$ cat src/rtl/alu_share_ctrl_pkg.sv
// -----------------------------------------------------------------------------
// alu_share_ctrl_pkg
// Shared definitions for the ALU time-sharing controller:
//   - ALU_* op code encodings understood by the shared combinational ALU
//   - controller FSM state encoding
//   - helpers classifying op codes (multicycle window, divide-type ops)
// -----------------------------------------------------------------------------
package alu_share_ctrl_pkg;

  localparam logic [3:0] ALU_ADD  = 4'd0;
  localparam logic [3:0] ALU_SUB  = 4'd1;
  localparam logic [3:0] ALU_AND  = 4'd2;
  localparam logic [3:0] ALU_OR   = 4'd3;
  localparam logic [3:0] ALU_XOR  = 4'd4;
  localparam logic [3:0] ALU_SLL  = 4'd5;
  localparam logic [3:0] ALU_SRL  = 4'd6;
  localparam logic [3:0] ALU_SRA  = 4'd7;
  localparam logic [3:0] ALU_SLT  = 4'd8;
  localparam logic [3:0] ALU_SLTU = 4'd9;
  localparam logic [3:0] ALU_MUL  = 4'd10;
  localparam logic [3:0] ALU_DIV  = 4'd11;
  localparam logic [3:0] ALU_MOD  = 4'd12;

  // Width of the EXEC window down-counter; holds MULDIV_CYCLES-1 (0..14).
  localparam int unsigned CNT_W = 4;

  typedef enum logic [1:0] {
    ST_IDLE = 2'd0,
    ST_EXEC = 2'd1,
    ST_RESP = 2'd2
  } state_e;

  // Ops whose ALU path is a multicycle path and need the long window.
  function automatic logic is_multicycle(input logic [3:0] op);
    return op inside {ALU_MUL, ALU_DIV, ALU_MOD};
  endfunction

  // Ops for which a zero divisor is reported on rsp_dz.
  function automatic logic is_divide(input logic [3:0] op);
    return op inside {ALU_DIV, ALU_MOD};
  endfunction

endpackage

$ cat src/rtl/alu_share_ctrl_if.sv
// -----------------------------------------------------------------------------
// alu_share_ctrl_if
// Request/response bus between the two ALU clients and the controller.
//   req_valid/req_ready [1:0] : per-requester request handshake
//   req_op0/a0/b0, req_op1/a1/b1 : op code and operands of each requester
//   rsp_valid/rsp_ready [1:0] : per-requester response handshake
//   rsp_y, rsp_zero, rsp_dz   : shared captured result, qualified by rsp_valid
// master = requester side, slave = controller side.
// -----------------------------------------------------------------------------
interface alu_share_ctrl_if;

  logic [1:0]  req_valid;
  logic [1:0]  req_ready;
  logic [3:0]  req_op0;
  logic [3:0]  req_op1;
  logic [31:0] req_a0;
  logic [31:0] req_b0;
  logic [31:0] req_a1;
  logic [31:0] req_b1;
  logic [1:0]  rsp_valid;
  logic [1:0]  rsp_ready;
  logic [31:0] rsp_y;
  logic        rsp_zero;
  logic        rsp_dz;

  modport master (
    output req_valid, req_op0, req_op1, req_a0, req_b0, req_a1, req_b1, rsp_ready,
    input  req_ready, rsp_valid, rsp_y, rsp_zero, rsp_dz
  );

  modport slave (
    input  req_valid, req_op0, req_op1, req_a0, req_b0, req_a1, req_b1, rsp_ready,
    output req_ready, rsp_valid, rsp_y, rsp_zero, rsp_dz
  );

endinterface

$ cat src/rtl/alu_share_ctrl_rr_arb2.sv
// -----------------------------------------------------------------------------
// rr_arb2
// Combinational two-way round-robin arbiter.
//   req[1:0] in  : request lines
//   prio     in  : requester that wins when both request
//   gnt[1:0] out : one-hot grant (zero when nobody requests)
//   any      out : at least one request present
// -----------------------------------------------------------------------------
module rr_arb2 (
  input  logic [1:0] req,
  input  logic       prio,
  output logic [1:0] gnt,
  output logic       any
);

  always_comb begin
    // NOTE: default assigned first so every path drives gnt and no latch is inferred.
    gnt = 2'b00;
    case (req)
      2'b01:   gnt = 2'b01;
      2'b10:   gnt = 2'b10;
      2'b11:   gnt = prio ? 2'b10 : 2'b01;
      default: gnt = 2'b00;
    endcase
  end

  assign any = |req;

endmodule

$ cat src/rtl/alu_share_ctrl.sv
// -----------------------------------------------------------------------------
// alu_share_ctrl
// Time-shares one external combinational ALU between two requesters.
// A request is granted round-robin in IDLE, its operands are registered onto
// alu_* and held for the evaluation window (MULDIV_CYCLES for MUL/DIV/MOD,
// one cycle otherwise), then y/zero are captured and returned on the
// granted requester's response channel. One operation in flight at a time.
//   clk, rst_n           : clock, asynchronous active-low reset
//   bus (slave)          : request/response handshakes, operands, result
//   alu_a, alu_b, alu_op : registered ALU inputs (held outside EXEC too)
//   alu_y, alu_zero      : ALU result and zero flag
//   busy                 : operation in flight (state not IDLE)
// MULDIV_CYCLES legal range is 1..15.
// -----------------------------------------------------------------------------
module alu_share_ctrl
  import alu_share_ctrl_pkg::*;
#(
  parameter int unsigned MULDIV_CYCLES = 4
) (
  input  logic            clk,
  input  logic            rst_n,
  alu_share_ctrl_if.slave bus,
  output logic [31:0]     alu_a,
  output logic [31:0]     alu_b,
  output logic [3:0]      alu_op,
  input  logic [31:0]     alu_y,
  input  logic            alu_zero,
  output logic            busy
);

  // Counter load for the long window: EXEC lasts cnt+1 cycles.
  localparam logic [CNT_W-1:0] MC_LOAD = CNT_W'(MULDIV_CYCLES - 1);

  state_e            state_q, state_d;
  logic              prio_q, prio_d;
  logic [CNT_W-1:0]  cnt_q, cnt_d;
  logic              gnt_q, gnt_d;       // index of the requester owning the op
  logic [31:0]       alu_a_q, alu_a_d;
  logic [31:0]       alu_b_q, alu_b_d;
  logic [3:0]        alu_op_q, alu_op_d;
  logic [31:0]       rsp_y_q, rsp_y_d;
  logic              rsp_zero_q, rsp_zero_d;
  logic              rsp_dz_q, rsp_dz_d;

  logic [1:0]        arb_gnt;
  logic              arb_any;
  logic [3:0]        sel_op;
  logic [31:0]       sel_a;
  logic [31:0]       sel_b;

  rr_arb2 u_arb (
    .req  (bus.req_valid),
    .prio (prio_q),
    .gnt  (arb_gnt),
    .any  (arb_any)
  );

  assign sel_op = arb_gnt[1] ? bus.req_op1 : bus.req_op0;
  assign sel_a  = arb_gnt[1] ? bus.req_a1  : bus.req_a0;
  assign sel_b  = arb_gnt[1] ? bus.req_b1  : bus.req_b0;

  always_comb begin
    state_d    = state_q;
    prio_d     = prio_q;
    cnt_d      = cnt_q;
    gnt_d      = gnt_q;
    alu_a_d    = alu_a_q;
    alu_b_d    = alu_b_q;
    alu_op_d   = alu_op_q;
    rsp_y_d    = rsp_y_q;
    rsp_zero_d = rsp_zero_q;
    rsp_dz_d   = rsp_dz_q;

    case (state_q)
      ST_IDLE: begin
        if (arb_any) begin
          alu_op_d = sel_op;
          alu_a_d  = sel_a;
          alu_b_d  = sel_b;
          gnt_d    = arb_gnt[1];
          cnt_d    = is_multicycle(sel_op) ? MC_LOAD : '0;
          state_d  = ST_EXEC;
        end
      end
      ST_EXEC: begin
        if (cnt_q != '0) begin
          cnt_d = cnt_q - 1'b1;
        end else begin
          rsp_y_d    = alu_y;
          rsp_zero_d = alu_zero;
          rsp_dz_d   = is_divide(alu_op_q) && (alu_b_q == '0);
          state_d    = ST_RESP;
        end
      end
      ST_RESP: begin
        // Only the owner's ready bit can release the result.
        if (bus.rsp_ready[gnt_q]) begin
          prio_d  = ~gnt_q;
          state_d = ST_IDLE;
        end
      end
      default: state_d = ST_IDLE;
    endcase
  end

  always_ff @(posedge clk or negedge rst_n) begin
    if (!rst_n) begin
      state_q    <= ST_IDLE;
      prio_q     <= 1'b0;
      cnt_q      <= '0;
      gnt_q      <= 1'b0;
      alu_a_q    <= '0;
      alu_b_q    <= '0;
      alu_op_q   <= '0;
      rsp_y_q    <= '0;
      rsp_zero_q <= 1'b0;
      rsp_dz_q   <= 1'b0;
    end else begin
      // NOTE: non-blocking so every register samples the pre-edge values.
      state_q    <= state_d;
      prio_q     <= prio_d;
      cnt_q      <= cnt_d;
      gnt_q      <= gnt_d;
      alu_a_q    <= alu_a_d;
      alu_b_q    <= alu_b_d;
      alu_op_q   <= alu_op_d;
      rsp_y_q    <= rsp_y_d;
      rsp_zero_q <= rsp_zero_d;
      rsp_dz_q   <= rsp_dz_d;
    end
  end

  // req_ready follows req_valid combinationally in IDLE (winner only).
  assign bus.req_ready = (state_q == ST_IDLE) ? arb_gnt : 2'b00;
  assign bus.rsp_valid = (state_q == ST_RESP) ? (gnt_q ? 2'b10 : 2'b01) : 2'b00;
  assign bus.rsp_y     = rsp_y_q;
  assign bus.rsp_zero  = rsp_zero_q;
  assign bus.rsp_dz    = rsp_dz_q;

  assign alu_a  = alu_a_q;
  assign alu_b  = alu_b_q;
  assign alu_op = alu_op_q;
  assign busy   = (state_q != ST_IDLE);

endmodule

$ cat src/flat_wrapper.sv
// flat-port wrapper written by rule: the top's interface ports become plain ports
module alu_share_ctrl_flat import alu_share_ctrl_pkg::*;
#(
  parameter int unsigned MULDIV_CYCLES = 4
)
  (clk, rst_n, alu_a, alu_b, alu_op, alu_y, alu_zero, busy, bus_req_valid, bus_req_op0, bus_req_op1, bus_req_a0, bus_req_b0, bus_req_a1, bus_req_b1, bus_rsp_ready, bus_req_ready, bus_rsp_valid, bus_rsp_y, bus_rsp_zero, bus_rsp_dz);
  alu_share_ctrl_if bus_i ();
  input  logic clk;
  input  logic rst_n;
  output logic [31:0] alu_a;
  output logic [31:0] alu_b;
  output logic [3:0] alu_op;
  input  logic [31:0] alu_y;
  input  logic alu_zero;
  output logic busy;
  input wire logic [$bits(bus_i.req_valid)-1:0] bus_req_valid;
  input wire logic [$bits(bus_i.req_op0)-1:0] bus_req_op0;
  input wire logic [$bits(bus_i.req_op1)-1:0] bus_req_op1;
  input wire logic [$bits(bus_i.req_a0)-1:0] bus_req_a0;
  input wire logic [$bits(bus_i.req_b0)-1:0] bus_req_b0;
  input wire logic [$bits(bus_i.req_a1)-1:0] bus_req_a1;
  input wire logic [$bits(bus_i.req_b1)-1:0] bus_req_b1;
  input wire logic [$bits(bus_i.rsp_ready)-1:0] bus_rsp_ready;
  output wire logic [$bits(bus_i.req_ready)-1:0] bus_req_ready;
  output wire logic [$bits(bus_i.rsp_valid)-1:0] bus_rsp_valid;
  output wire logic [$bits(bus_i.rsp_y)-1:0] bus_rsp_y;
  output wire logic [$bits(bus_i.rsp_zero)-1:0] bus_rsp_zero;
  output wire logic [$bits(bus_i.rsp_dz)-1:0] bus_rsp_dz;
  assign bus_i.req_valid = bus_req_valid;
  assign bus_i.req_op0 = bus_req_op0;
  assign bus_i.req_op1 = bus_req_op1;
  assign bus_i.req_a0 = bus_req_a0;
  assign bus_i.req_b0 = bus_req_b0;
  assign bus_i.req_a1 = bus_req_a1;
  assign bus_i.req_b1 = bus_req_b1;
  assign bus_i.rsp_ready = bus_rsp_ready;
  assign bus_req_ready = bus_i.req_ready;
  assign bus_rsp_valid = bus_i.rsp_valid;
  assign bus_rsp_y = bus_i.rsp_y;
  assign bus_rsp_zero = bus_i.rsp_zero;
  assign bus_rsp_dz = bus_i.rsp_dz;
  alu_share_ctrl #(.MULDIV_CYCLES(MULDIV_CYCLES)) u_core (.clk(clk), .rst_n(rst_n), .bus(bus_i), .alu_a(alu_a), .alu_b(alu_b), .alu_op(alu_op), .alu_y(alu_y), .alu_zero(alu_zero), .busy(busy));
endmodule
$ cat config.mk
export PLATFORM = sky130hd
export DESIGN_NAME = alu_share_ctrl_flat
export DESIGN_NICKNAME = d
export VERILOG_FILES = /design/src/rtl/alu_share_ctrl_pkg.sv /design/src/rtl/alu_share_ctrl_if.sv /design/src/rtl/alu_share_ctrl_rr_arb2.sv /design/src/rtl/alu_share_ctrl.sv /design/src/flat_wrapper.sv
export SDC_FILE = /design/constraint.sdc
export NUM_CORES = 1
export LEC_CHECK = 0
export ABC_AREA = 1
export BUFFER_PORTS_ARGS = -buffer_cell sky130_fd_sc_hd__buf_2
export CELL_PAD_IN_SITES_DETAIL_PLACEMENT = 1
export CELL_PAD_IN_SITES_GLOBAL_PLACEMENT = 1
export CORE_UTILIZATION = 34
export DETAILED_ROUTE_END_ITERATION = 12
export PLACE_DENSITY = 0.89
export SLEW_MARGIN = 20
export SYNTH_ARGS = -nofsm -noshare
export SYNTH_HDL_FRONTEND = slang
export SYNTH_SLANG_ARGS = --single-unit
$ cat constraint.sdc
create_clock -name clk -period 2.35 [get_ports clk]
set_input_delay 0.3525 -clock clk [delete_from_list [all_inputs] [get_ports clk]]
set_output_delay 0.3525 -clock clk [all_outputs]
set_load 0.02 [all_outputs]
Word level (Yosys, flattened, before mapping)
Cells that the tools add are included.
{ "op_classes": {"addsub": 1, "order_cmp": 1, "n_eq_ne": 14, "n_mux": 18, "bitwise_logic": 2, "reduce_logical": 14} }
{ "ops": {"columns": ["operator", "count"], "rows": [
  ["two-way mux 32 bit", 2],
  ["logical NOT 32 bit", 1],
  ["== test 4 bit, second input constant", 5],
  ["two-way mux 2 bit", 8],
  ["two-way mux 4 bit", 3],
  ["case mux 2 bit (3 select lines)", 2],
  ["case mux 4 bit (2 select lines)", 1],
  ["== test 2 bit, second input constant", 3],
  ["inequality test 2 x 1 -> 1 bit, second input constant", 3],
  ["AND reduction 2 bit", 3],
  ["AND reduction 3 bit", 2],
  ["nonzero test 2 bit", 3],
  ["== test 2 x 1 -> 1 bit, second input constant", 2],
  ["nonzero test 4 bit", 1],
  ["subtractor 4 x 1 -> 4 bit, second input constant", 1],
  ["nonzero test 3 bit", 1],
  ["logical NOT 2 bit", 1],
  ["less-than comparator 1 x 2 -> 1 bit, second input constant", 1],
  ["two-way mux 1 bit", 2],
  ["inequality test 2 bit, second input constant", 1],
  ["inverter 1 bit", 2],
  ["OR reduction 2 bit", 1],
  ["logical AND 1 bit", 1]
]} }
{ "totals": {"regBits": 110, "out_inout_bits": 107, "wordCells": 60} }

Depth between registers and ports, before layout
Gate-level depths: netlist of the first run.
{ "depth": {"word_depth": 8, "mapped_depth": 9, "depth_no_buf": 9} }

Modules after synthesis
Synthesis of the first run repeated with hierarchy kept, for this count alone.
{ "unflattened": {"cells_unflattened": 635, "area_unflattened_um2": 5012.3} }
{ "modules_own_cells": {"columns": ["module", "n_inst", "cells_each", "area_per_inst_um2", "seq_area_each_um2"], "rows": [
  ["alu_share_ctrl", 1, 629, 4984.8, 2752.6],
  ["rr_arb2", 1, 6, 27.5, 0.0]
]} }

Least setup slack after synthesis of the first run
OpenSTA, ideal clock, no wires.
{ "synth_timing": {"path_kind": "register to output", "from": "reg u_core.prio_q", "to": "out bus_req_ready[0]", "arrival_ns": 1.214, "path_slack_ns": 0.783, "path_stages_with_launch": 5, "path_cell_list": "dfrtp_1 inv_1 a21boi_4 clkbuf_1 nor3_1"} }
{ "synth_via": {"elab_chain_len": 3} }
{ "synth_lines": {"columns": ["element", "line_no", "source"], "rows": [
  ["from (decl)", "alu_share_ctrl.sv:35", "logic prio_q, prio_d;"],
  ["from (signal assigned)", "alu_share_ctrl.sv:121", "prio_q <= prio_d;"],
  ["two-way mux 2 bit", "alu_share_ctrl_rr_arb2.sv:22", "2'b11: gnt = prio ? 2'b10 : 2'b01;"],
  ["case mux 2 bit (3 select lines)", "alu_share_ctrl_rr_arb2.sv:19", "case (req)"],
  ["two-way mux 2 bit", "alu_share_ctrl.sv:134", "assign bus.req_ready = (state_q == ST_IDLE) ? arb_gnt : 2'b00;"],
  ["to (decl)", "flat_wrapper.sv:24", "output wire logic [$bits(bus_i.req_ready)-1:0] bus_req_ready;"]
]} }
Every way passes these cells.

Worst setup path after layout of the first run
Same ends and word-level chain as after synthesis.

==> reports/qor.yml, run 1 <==
critical_path:
  cp_slowest_stage_delay_ns: 0.44
  reg_to_reg_startpoint: "u_core.cnt_q[0]"
  cp_top_family: "compound AO/OA/AOI/OAI gates"
  timing.critical_path.from: "u_core.prio_q"
  worstPathBufferInverterCount: 2
  timing.critical_path.fanout_max: 15
  timing.critical_path.cells: "inv_1 > a21boi_4 > nor3_1 > buf_2"
  setup_cp_type: "reg2out"
  worst_setup_path_start_kind: "register"
  critPathSlowestCell: "a21boi_4"
  worstSetupEndpointType: "primary output"
  critPathRequiredTime_ns: 2.00
  worst_ep_arrival_ns: 1.60
sta:
  report.final.setup_viol: 0
  final_max_slew_viol_count: 0
  worst_clk_skew_ns: 0.00724
  rsz0062_at_grt: "false"
  final.min_clock_period_ns: 1.95
  min_period_over_period_pct: 82.9
  fin_tns_setup_ns: 0
  slew-limit-headroom_pct: 59.0
  final_hold_viol_count: 7
  whs_ns: -0.00959
  max_slew.worst_pin.slew_ns: 0.614
  final.setup.worst_slack_ns: 0.402
  fmax_ghz: 0.513
floorplan:
  fp.dieH_microns: 123
  core.rowCount: 43
  io-pin-count: 282
  die_area_sq_mm: 0.0151
  placeableCoreArea_sq_mm: 0.0141
  initial_core_util_pct: 35.3
  dieWidth_microns: 123
yosys:
  synth_area_per_cell_sq_um: 9.32
  yosys.area.top_type: "dfrtp_1"
  largest_cells_by_area_after_synthesis: "dfrtp_1 55%, o21ai_0 7.3%, mux2_2 6.8%"
  number_of_enable_flip_flop_cells_after_synthesis: 0
  yosysWarnings: 0
  synth.cell_area_sq_mm: 0.00498
  yosys_register_bits: 110
  yosysTopAreaCellShare_pct: 55.3
  yosysMostFrequentCell: "dfrtp_1"
  synth_top_family_by_area: "compound AO/OA/AOI/OAI gates"
  post_synth_fa_ha_maj_area_fraction_pct: 0.503
  synthArstFlopShare_pct: 100
  yosysSeqAreaShare_pct: 55.3
  synthCells: 534
  syn_nets: 711
  synth_flop_cell: "dfrtp_1"
  compound_cell_area_share_of_the_yosys_netlist_pct: 15.4
  yosys.area_share.simple_pct: 15.1
  synth.area.mux_share_pct: 7.47
  synth_top_cells_by_count: "110 x dfrtp_1, 83 x nor2_1, 74 x nand2_1"
  netlist-cell-type-count: 31
  yosys.area_share.xor_xnor_pct: 0.352
detailed_routing:
  drt_pass1_iterations: 4
  route.antenna.remaining_nets: 0
  detail_route.iter0.violations: 141
  detailroute.via_count: 4864
  vias_per_cell: 4.91
  wirelength_microns: 16400
  wl_per_cell_microns: 16.6
  drcViolationCount: 0
global_routing:
  grt_pass1_vias: 5054
  overflow: 0
  grt_util_all_layers_pct: 22.1
  grt_max_degree: 57
  grt_antenna_before_repair: 2
  grt_first_pass_wirelength_microns: 25700
clocking:
  clock_sinks: 110
  clock_tree.buffer_depth: 2
  clk_pin_slew_ns: 0.08
  clock_buffers_created_by_tritoncts: 9
  ctsRootBufferMaster: "clkbuf_16"
  post_cts_setup_buffer_count: 0
  cts_htree_levels: 3
  worstSkewPairLatency_ns: 0.36
  post_cts_hold_buffer_count: 0
  tritoncts: "yes"
  ctsResizeCount: 0
power:
  power-per-cell-area_mw_per_mm2: 1440
  irDropWorstVdd_mv: 0.506
  leakage_power_of_the_design_nw: 3.55
  power_total_mw: 9.95
final_layout:
  fin_nets: 982
  layout-drive-gt1-share_pct: 43.3
  final_util_pct: 48.9
  fillCellCount: 1770
  syn2layout_area_growth_pct: 38.6
place:
  post-dp-hpwl_microns: 12400
  routabilityCongestion: 0.793
  pre_cts_slack_ns: 0.544
  port_buffers: 281
worst_hold_path:
  holdCritPathClass: "in2async"
status:
  outcome: "finished with violations"
  failed_checks: "hold timing"
run:
  max_cap_violations: 0
-- sequential cells by signal, indices dropped and copies added, names as in the netlist --
signal and count:
u_core.alu_b 32, u_core.prio_q 1, u_core.cnt_q 4, u_core.bus.rsp_dz 1
u_core.bus.rsp_y 32, u_core.alu_a 32, u_core.gnt_q 1, u_core.state_q 2
u_core.alu_op 4, u_core.bus.rsp_zero 1
-- path summary, 6_finish.rpt --
path,slack [ns],cells past startpoint,to
min reg2reg,0.49,2,u_core.bus.rsp_dz
max in group asynchronous,1.74,2,u_core.alu_a[16]
max reg2reg,0.59,4,u_core.bus.rsp_y[17]
min in group clk,0.21,2,u_core.bus.rsp_y[18]
max,0.40,4,bus_req_ready[0]
min,-0.01,1,u_core.alu_b[26]
-- report_power, final --
group	total, mW	internal [mW]	switching (mW)
registers	3.46	2.86	0.600
clock network	1.60	0.842	0.762
logic	4.88	1.79	3.10
-- metrics by stage --
stage | hold slack, ns | cell area (sq um) | std cells
final | -0.00959 | 6900 | 991
after floorplan | 0.0569 | 4980 | 534
after CTS | 0.00755 | 6900 | 990
after global routing | 0.0357 | 6900 | 991
after detailed placement | 0.392 | 6590 | 974
after global placement | 0.390 | 6590 | 974
-- kinds of logic after synthesis --
| kind of cell | count (synthesis) |
|---|---|
| muxes | 33 |
| adders and majority gates | 2 |
| AOI/OAI and AO/OA | 143 |
| buffers and inverters | 62 |
| DFF | 110 |
| xor gates and xnor gates | 2 |
| and+or+nand+nor | 182 |
-- routing by layer --
metal  track usage [%]  wire length (microns)  share of wire [%]  up-vias
met5                 0                      8              0.049        -
met4              9.11                    419                2.6        2
met3              5.03                   1110                6.8       30
met2              39.0                   8290                 51      181
met1              25.8                   6580                 40     2331
li1                  -                      -                  -     2320
-- cell usage in the layout, fill, tap and decap left out, types with 2 or more instances in the layout --
master and instances:
inv_6 4, nor2_2 2, o21ai_0 73, nand2_2 2, inv_1 28, ha_1 2, xor2_1 2, buf_2 280
a21oi_2 2, clkbuf_16 9, mux2_1 3, nor2_1 83, nand3_1 7, mux2_2 30, dfrtp_1 110, a21oi_1 3
nor3_1 3, buf_12 6, o22ai_1 12, nor4_1 4, buf_4 6, nand4_1 3, o21ai_1 49, inv_2 2
nand2_1 74
-- layout make-up --
| class | instances | area [sq um] | area share (%) |
|---|---|---|---|
| multi-input combinational | 362 | 1940 | 28.1 |
| sequential | 110 | 2750 | 39.9 |
| antenna | 1 | 2.50 | 0.0363 |
| clock inverter | 7 | 77.6 | 1.12 |
| clock buffer | 9 | 225 | 3.26 |
| timing repair buffer | 292 | 1570 | 22.7 |
| inverter | 30 | 113 | 1.63 |
| tap | 180 | 225 | 3.26 |
-- worst register-to-register path: cells and delay by family (launching register included) --
family	cells	cell delay (ns)
buffers and inverters	1	0.14
and+or+nand+nor	1	0.41
adders and majority gates	1	0.24
DFF	1	0.38
muxes	1	0.49
(Power assumes the default switching activity.)
==> inputs of run 2 (changes only) <==
--- a/config.mk
+++ b/config.mk
@@ -9,9 +9,9 @@
 export BUFFER_PORTS_ARGS = -buffer_cell sky130_fd_sc_hd__buf_2
 export CELL_PAD_IN_SITES_DETAIL_PLACEMENT = 1
 export CELL_PAD_IN_SITES_GLOBAL_PLACEMENT = 1
-export CORE_UTILIZATION = 34
+export CORE_UTILIZATION = 31
 export DETAILED_ROUTE_END_ITERATION = 12
-export PLACE_DENSITY = 0.89
+export PLACE_DENSITY = 0.82
 export SLEW_MARGIN = 20
 export SYNTH_ARGS = -nofsm -noshare
 export SYNTH_HDL_FRONTEND = slang
==> constraint.sdc (replaced) <==
create_clock -name clk -period 1.9 [get_ports clk]
set_input_delay 0.285 -clock clk [delete_from_list [all_inputs] [get_ports clk]]
set_output_delay 0.285 -clock clk [all_outputs]
set_load 0.02 [all_outputs]
==> reports/qor.yml, run 2 (synthesis results as in run 1) <==
status:
  outcome: "completed"
clocking:
  clock_sinks: 110
  worstSkewPairLatency_ns: 0.35
  ctsRootBufferMaster: "clkbuf_16"
  tritoncts: "yes"
  post_cts_hold_buffer_count: 1
  post_cts_setup_buffer_count: 0
  ctsResizeCount: 0
  clock_buffers_created_by_tritoncts: 9
  cts_htree_levels: 3
  clk_pin_slew_ns: 0.08
  clock_tree.buffer_depth: 2
critical_path:
  setup_cp_type: "reg2out"
  reg_to_reg_startpoint: "u_core.prio_q"
  worst-r2r-setup-slack_ns: 0.37
  worst_ep_arrival_ns: 1.40
  worstSetupEndpointType: "primary output"
  critPathRequiredTime_ns: 1.62
  worst_setup_path_start_kind: "register"
  reg2reg_to: "u_core.alu_b[21]"
  worstRegToRegCells: 5
  timing.critical_path.fanout_max: 7
sta:
  final_max_slew_viol_count: 0
  rsz0062_at_grt: "false"
  final_hold_viol_count: 0
  final.min_clock_period_ns: 1.69
  fmax_ghz: 0.593
  slew-limit-headroom_pct: 73.4
  min_period_over_period_pct: 88.7
  worst_clk_skew_ns: 0.0101
  report.final.setup_viol: 0
  max_slew.worst_pin.slew_ns: 0.395
  fin_tns_setup_ns: 0
worst_hold_path:
  min-delay-start: "alu_y[18]"
  hold_path_end: "u_core.bus.rsp_y[18]"
  holdCritPathClass: "in2reg"
  worst_hold_path.num_cells: 2
floorplan:
  core.rowCount: 45
  die_area_sq_mm: 0.0166
  fp.dieH_microns: 129
  dieWidth_microns: 129
  io-pin-count: 282
  placeableCoreArea_sq_mm: 0.0154
  initial_core_util_pct: 32.3
place:
  placedInstanceArea_sq_mm: 0.00665
  post-dp-hpwl_microns: 12600
  port_buffers: 281
  routabilityCongestion: 0.759
run:
  max_cap_violations: 0
global_routing:
  grt_antenna_before_repair: 2
  grt_pass1_vias: 5255
  grt_max_degree: 37
  grt_first_pass_wirelength_microns: 26300
  grt_util_all_layers_pct: 20.5
  overflow: 0
final_layout:
  fin_nets: 989
  mostFrequentLayoutCells: "280 x buf_2, 110 x dfrtp_1, 83 x nor2_1"
  fillCellCount: 1935
  syn2layout_area_growth_pct: 39.7
  layout.cells.most_common: "buf_2"
  layout-drive-gt1-share_pct: 43.7
  final_cell_area_sq_mm: 0.00696
detailed_routing:
  drcViolationCount: 0
  detailroute.via_count: 4830
  wirelength_microns: 16400
  detail_route.iter0.violations: 93
  drt_pass1_iterations: 3
  wl_per_cell_microns: 16.0
  vias_per_cell: 4.69
  route.antenna.remaining_nets: 0
power:
  irDropWorstVdd_mv: 0.652
  leakage_power_of_the_design_nw: 3.57
  power-per-cell-area_mw_per_mm2: 1740
run 2: cell count changes in the layout (fill, tap and decap cells not counted):
cell and change:
inv_6 -1, inv_8 +1, buf_12 -2, buf_4 +8, clkinv_4 +1, clkbuf_8 +1
clkinvlp_4 -1, bufinv_16 -1, dlygate4sd3_1 +1
run 2: area by class of cell:
class                           count  area, sq um  share of cell area [%]
Antenna cell                        1         2.50                  0.0360
Clock buffer                       10          239                    3.44
Clock inverter                      6         51.3                   0.738
Inverter                           30          113                    1.62
Multi-Input combinational cell    362         1940                    27.8
Sequential cell                   110         2750                    39.6
Tap cell                          211          264                    3.80
Timing Repair Buffer              299         1600                    23.0
run 2: per-stage QoR:
| stage | power (mW) | instances | hold WS, ns | util, % | setup slack (ns) |
|---|---|---|---|---|---|
| detailed placement | 10.4 | 1011 | 0.234 | 43.1 | 0.351 |
| global placement | 10.2 | 1011 | 0.232 | 43.1 | 0.422 |
| finish | 12.1 | 1029 | 0.147 | 45.1 | 0.215 |
| global route | 13.1 | 1029 | 0.136 | 45.1 | 0.0806 |
| floorplan | 8.12 | 534 | -0.0106 | - | 0.401 |
| CTS | 12.3 | 1028 | 0.135 | 45.1 | 0.201 |
run 2: worst max-delay path by stage:
stage	startpoint	to	depth (start not counted)
after detailed placement	u_core.prio_q	u_core.alu_b[6]	5
after global routing	u_core.prio_q	bus_req_ready[0]	4
final	u_core.prio_q	bus_req_ready[0]	4
after CTS	u_core.prio_q	bus_req_ready[0]	4
after floorplan	u_core.prio_q	bus_req_ready[0]	4
after global placement	u_core.prio_q	u_core.alu_b[28]	5
run 2: worst max-delay path, stage by stage (launching register included):
cell	delay, ns
dfrtp_1	0.42
inv_1	0.11
a21boi_4	0.28
nor3_1	0.08
buf_2	0.17
run 2: report_power, final:
group	leakage (nW)	switching (mW)	total [mW]	internal (mW)
combinational	2.10	3.80	6.00	2.20
sequential	1.32	0.715	4.25	3.53
clock	0.146	0.924	1.88	0.952
run 2: routing by layer:
metal	global-route usage (%)	part of all wire, %
met3	4.95	6.8
met4	8.10	2.5
met1	24.0	41
met2	36.3	50
met5	0	0.085
